File: src/rtl/midi_spi_rx.sv
// SPI-to-MIDI front end: synchronises the raw SPI pins, deserialises bytes MSB-first,
// and parses channel-voice messages (with running status) onto a valid/ready output.
module midi_spi_rx #(
  parameter int unsigned SYNC_STAGES  = 2,
  parameter int unsigned IDLE_TIMEOUT = 4096
) (
  input  logic       i_clk,
  input  logic       i_reset,
  input  logic       i_SPI_sclk,
  input  logic       i_SPI_mosi,
  output logic       o_msg_valid,
  input  logic       i_msg_ready,
  output logic [7:0] o_status,
  output logic [6:0] o_data1,
  output logic [6:0] o_data2,
  output logic       o_overrun,
  output logic [1:0] byte_counter_debug
);

  localparam int unsigned IW = $clog2(IDLE_TIMEOUT + 1);

  typedef enum logic [1:0] {IDLE, WAIT_D1, WAIT_D2} state_t;

  logic [SYNC_STAGES-1:0] sclk_sync;
  logic [SYNC_STAGES-1:0] mosi_sync;
  logic                   sclk_prev;
  logic                   sclk_rise;
  logic                   mosi_bit;

  logic [2:0]    bit_cnt;
  logic [7:0]    shift_reg;
  logic [IW-1:0] idle_cnt;
  logic          byte_done;
  logic [7:0]    byte_val;

  state_t     state, state_n;
  logic       rs_valid, rs_valid_n;
  logic [7:0] rs_byte, rs_byte_n;
  logic [6:0] d1_reg, d1_n;
  logic       emit;
  logic [6:0] emit_d1, emit_d2;

  assign sclk_rise = sclk_sync[SYNC_STAGES-1] & ~sclk_prev;
  assign mosi_bit  = mosi_sync[SYNC_STAGES-1];

  always_ff @(posedge i_clk or negedge i_reset) begin
    if (!i_reset) begin
      sclk_sync <= '0;
      mosi_sync <= '0;
      sclk_prev <= 1'b0;
    end else begin
      sclk_sync <= {sclk_sync[SYNC_STAGES-2:0], i_SPI_sclk};
      mosi_sync <= {mosi_sync[SYNC_STAGES-2:0], i_SPI_mosi};
      sclk_prev <= sclk_sync[SYNC_STAGES-1];
    end
  end

  // Without chip-select, a long sclk silence is the only framing cue.
  always_ff @(posedge i_clk or negedge i_reset) begin
    if (!i_reset) begin
      bit_cnt   <= '0;
      shift_reg <= '0;
      idle_cnt  <= '0;
      byte_done <= 1'b0;
      byte_val  <= '0;
    end else begin
      byte_done <= 1'b0;
      if (sclk_rise) begin
        idle_cnt  <= '0;
        shift_reg <= {shift_reg[6:0], mosi_bit};
        bit_cnt   <= bit_cnt + 3'd1;
        if (bit_cnt == 3'd7) begin
          byte_done <= 1'b1;
          byte_val  <= {shift_reg[6:0], mosi_bit};
        end
      end else begin
        if (idle_cnt != IW'(IDLE_TIMEOUT))
          idle_cnt <= idle_cnt + 1'b1;
        if (idle_cnt == IW'(IDLE_TIMEOUT) && bit_cnt != 3'd0) begin
          bit_cnt   <= '0;
          shift_reg <= '0;
        end
      end
    end
  end

  always_ff @(posedge i_clk or negedge i_reset) begin
    if (!i_reset) begin
      state    <= IDLE;
      rs_valid <= 1'b0;
      rs_byte  <= '0;
      d1_reg   <= '0;
    end else begin
      state    <= state_n;
      rs_valid <= rs_valid_n;
      rs_byte  <= rs_byte_n;
      d1_reg   <= d1_n;
    end
  end

  // IDLE with running status behaves exactly like WAIT_D1 for data bytes.
  always_comb begin
    state_n    = state;
    rs_valid_n = rs_valid;
    rs_byte_n  = rs_byte;
    d1_n       = d1_reg;
    emit       = 1'b0;
    emit_d1    = d1_reg;
    emit_d2    = '0;
    if (byte_done && byte_val < 8'hF8) begin
      if (byte_val[7]) begin
        if (byte_val < 8'hF0) begin
          rs_valid_n = 1'b1;
          rs_byte_n  = byte_val;
          state_n    = WAIT_D1;
        end else begin
          rs_valid_n = 1'b0;
          state_n    = IDLE;
        end
      end else begin
        unique case (state)
          IDLE, WAIT_D1: begin
            if (rs_valid) begin
              d1_n = byte_val[6:0];
              if (rs_byte[7:5] == 3'b110) begin
                emit    = 1'b1;
                emit_d1 = byte_val[6:0];
                state_n = IDLE;
              end else begin
                state_n = WAIT_D2;
              end
            end
          end
          WAIT_D2: begin
            emit    = 1'b1;
            emit_d1 = d1_reg;
            emit_d2 = byte_val[6:0];
            state_n = IDLE;
          end
          default: state_n = IDLE;
        endcase
      end
    end
  end

  always_comb begin
    byte_counter_debug = 2'd0;
    unique case (state)
      WAIT_D1: byte_counter_debug = 2'd1;
      WAIT_D2: byte_counter_debug = 2'd2;
      default: byte_counter_debug = 2'd0;
    endcase
  end

  always_ff @(posedge i_clk or negedge i_reset) begin
    if (!i_reset) begin
      o_msg_valid <= 1'b0;
      o_status    <= '0;
      o_data1     <= '0;
      o_data2     <= '0;
      o_overrun   <= 1'b0;
    end else if (emit) begin
      if (!o_msg_valid || i_msg_ready) begin
        o_msg_valid <= 1'b1;
        o_status    <= rs_byte;
        o_data1     <= emit_d1;
        o_data2     <= emit_d2;
      end else begin
        o_overrun <= 1'b1;
      end
    end else if (o_msg_valid && i_msg_ready) begin
      o_msg_valid <= 1'b0;
    end
  end

endmodule

File: config.mk
export PLATFORM = sky130hd
export DESIGN_NAME = midi_spi_rx
export DESIGN_NICKNAME = d
export VERILOG_FILES = /design/src/rtl/midi_spi_rx.sv
export SDC_FILE = /design/constraint.sdc
export NUM_CORES = 1
export LEC_CHECK = 0
export BUFFER_PORTS_ARGS = -buffer_cell sky130_fd_sc_hd__buf_2
export CAP_MARGIN = 5
export CORE_ASPECT_RATIO = 1.25
export CORE_MARGIN = 2
export CORE_UTILIZATION = 47
export DETAILED_ROUTE_END_ITERATION = 8
export PLACE_DENSITY_LB_ADDON = 0.12
export SYNTH_ARGS = -nofsm -noshare
export SYNTH_HDL_FRONTEND = slang
export SYNTH_SLANG_ARGS = --single-unit
File: constraint.sdc
create_clock -name i_clk -period 1.8 [get_ports i_clk]
set_clock_uncertainty 0.15 [all_clocks]
set_input_delay 0.54 -clock i_clk [delete_from_list [all_inputs] [get_ports i_clk]]
set_output_delay 0.54 -clock i_clk [all_outputs]
set_load 0.02 [all_outputs]
==> metrics.txt <==
status finished, violations left; violated checks setup timing; min-delay src i_SPI_sclk; Area Growth Syn to Fin 24.6%; WHS 0.142 ns; # rows 34; hold path cells 1; Area after DPL 3910 sq um; Yosys top cell area share 58.5%; Slew Viols, Final 0; clock sinks 79; I/O pins 31; Final Power 4.11 mW; largest net degree at the start of global routing 38; Reg-to-Reg Start state[1]; die footprint 7890 sq um; Initial Util 48.5%; Final Util 60.4%; Vias/cell 5.18; Worst EP required 1.88 ns; initial antenna violation count 0; Cell Count, Final, Fillers Out 425; CP max stage delay 0.39 ns; Core ar. 6980 sq um; DR pass1 iterations 4; TritonCTS clock tree built; Leak 2.25 nW; Avg WL per Cell 16.1 um; unrepaired setup endpoints after global routing yes; CP max FO 7; ys flop type dfrtp_1; final hold vios 0; top cells by count, synth 79 x dfrtp_1, 29 x nand2_1, 25 x mux2_2, 14 x mux2_1, 12 x nor2_1; warning count from the yosys run 0; max reg flops 13; Worst Hold End sclk_sync[0]; Synth Register Bits 79; vias in the first global route 2371; Clock Tree Root clkbuf_8; Yosys cell types 42; sequential area share after synthesis 58.5%; Sequential Area 1980 sq um; max_slew headroom 79.8%; total global routing overflow 0; Die X 79.9 um; crit start category flop; top-count cell post-synth dfrtp_1; Worst R2R Path Depth 5; Finished Cell Area 4210 sq um; Post-synth EDFFs 0; Reg2Reg Capture Point o_data1[4]; Crit Path Category reg2reg; crit path capture type flop; Longest Clk Path Bufs 2; GP Congestion 0.917; Nets 340; post-synthesis cell count 261; Port Buf Inserts 30; Worst-Skew Late Latency 0.35 ns; worst hold path class in2reg; drt drc 0; Net Count, Synth 271; Final period util 103%; area occupied by multi-input gates 1380 sq um; max-cap violations 0; largest cells by area after synthesis dfrtp_1 58%, mux2_2 8.3%, mux2_1 4.7%, nand2_1 3.2%, a22o_1 2.3%; Die Y 98.8 um; # setup viols final 9; FMAX 539 MHz; Clock transition at path regs 0.08 ns; slowest stage cell, crit path dfrtp_1; # fillers 599; Yosys top cell by area dfrtp_1; number of cells after detailed placement 405; pwr/cell area 976 nW/um^2; CP arrival 1.94 ns; GRT Resource Usage Total 19.3%; Place WS -0.0731 ns; synthesized area per cell 13.0 sq um; Synth async-reset ratio 100%; Total Wirelength 6860 um; post-route setup TNS -0.383 ns; most used cell, CP mux2_4; Biggest register idle_cnt; Post-Synthesis Cell Area 3380 sq um; min cycle time layout 1.86 ns; via count 2203; final worst slack -0.0560 ns; n_diodes 0; Cell Chain, Critical Path nand2b_4, nor4b_4, buf_6, mux2_4, mux2_4; R2R Setup Slk -0.06 ns; H-tree levels 3; TritonCTS Buffers 9; Worst Max-Slew Pin Slew 0.304 ns; half-perimeter wire length after placement 4830 um; layout cell share with drive strength beyond 1 39.4%; Routed Antenna Nets 0; Peak VDD IR 0.000814 V; Starting DRT DRC Count 100; first-pass GRT wire length 11400 um
## critical path, delay by kind of cell (launching register included)
kind          cells  cell delay, ns
flops             1            0.39
simple gates      2            0.44
mux               2            0.57
buf+inv           1            0.19
## cells in the final DEF (no fill, tap or decap), drive strengths merged, types with 6 or more instances in the layout
cell type / count
a22o: 9
buf: 66
clkbuf: 11
dfrtp: 79
inv: 11
mux2: 40
mux2i: 6
nand2: 29
nand3: 9
nor2: 12
xor2: 9
## how the worst max path moves through the flow
stage	to	depth (start not counted)	from	slack, ns
2_1_floorplan	o_data1[6]	4	rs_byte[5]	-0.06
3_3_place_gp	o_data1[0]	5	rs_byte[5]	-0.04
3_5_place_dp	o_data1[2]	5	rs_byte[5]	-0.07
4_1_cts	byte_counter_debug[1]	5	state[1]	-0.06
5_1_grt	o_data1[2]	5	state[1]	-0.10
6_report	o_data1[4]	5	state[1]	-0.06
## repair_timing
action	4_1_cts	5_1_grt
hold buffers	1	0
setup endpoints to repair	9	22
setup buffers	2	1
endpoints found under the hold margin	18	0
pin swaps	1	0
gates resized for setup	15	2
## report_power, final
group | total, mW | switching (mW) | internal (mW)
Sequential | 2.12 | 0.185 | 1.93
Combinational | 0.570 | 0.275 | 0.294
Clock | 1.43 | 0.642 | 0.785
## metal layers
layer	GRT usage (%)	wire, um
met1	22.2	2780
met2	33.3	3670
met3	4.49	213
met4	9.91	191
met5	0	0
## final cells by class
| type | instances | area share (%) |
|---|---|---|
| Clock inverter | 5 | 1.96 |
| Tap cell | 90 | 2.67 |
| Sequential cell | 79 | 46.9 |
| Multi-Input combinational cell | 162 | 32.6 |
| Timing Repair Buffer | 67 | 11.7 |
| Clock buffer | 11 | 3.12 |
| Inverter | 11 | 0.980 |
## cell families (layout without fill, tap and decap cells)
logic type	Yosys count	count (layout)	share of synthesized area, %
multiplexers	46	46	15.2
AND/OR/NAND/NOR	79	79	14.4
adder cells (fa/ha/maj)	5	5	1.85
flip-flops	79	79	58.5
XOR/XNOR	10	10	2.59
buffers and inverters	20	94	2.66
AO/OA/AOI/OAI	22	22	4.85
Note: power is estimated with default switching activity, not from simulation.
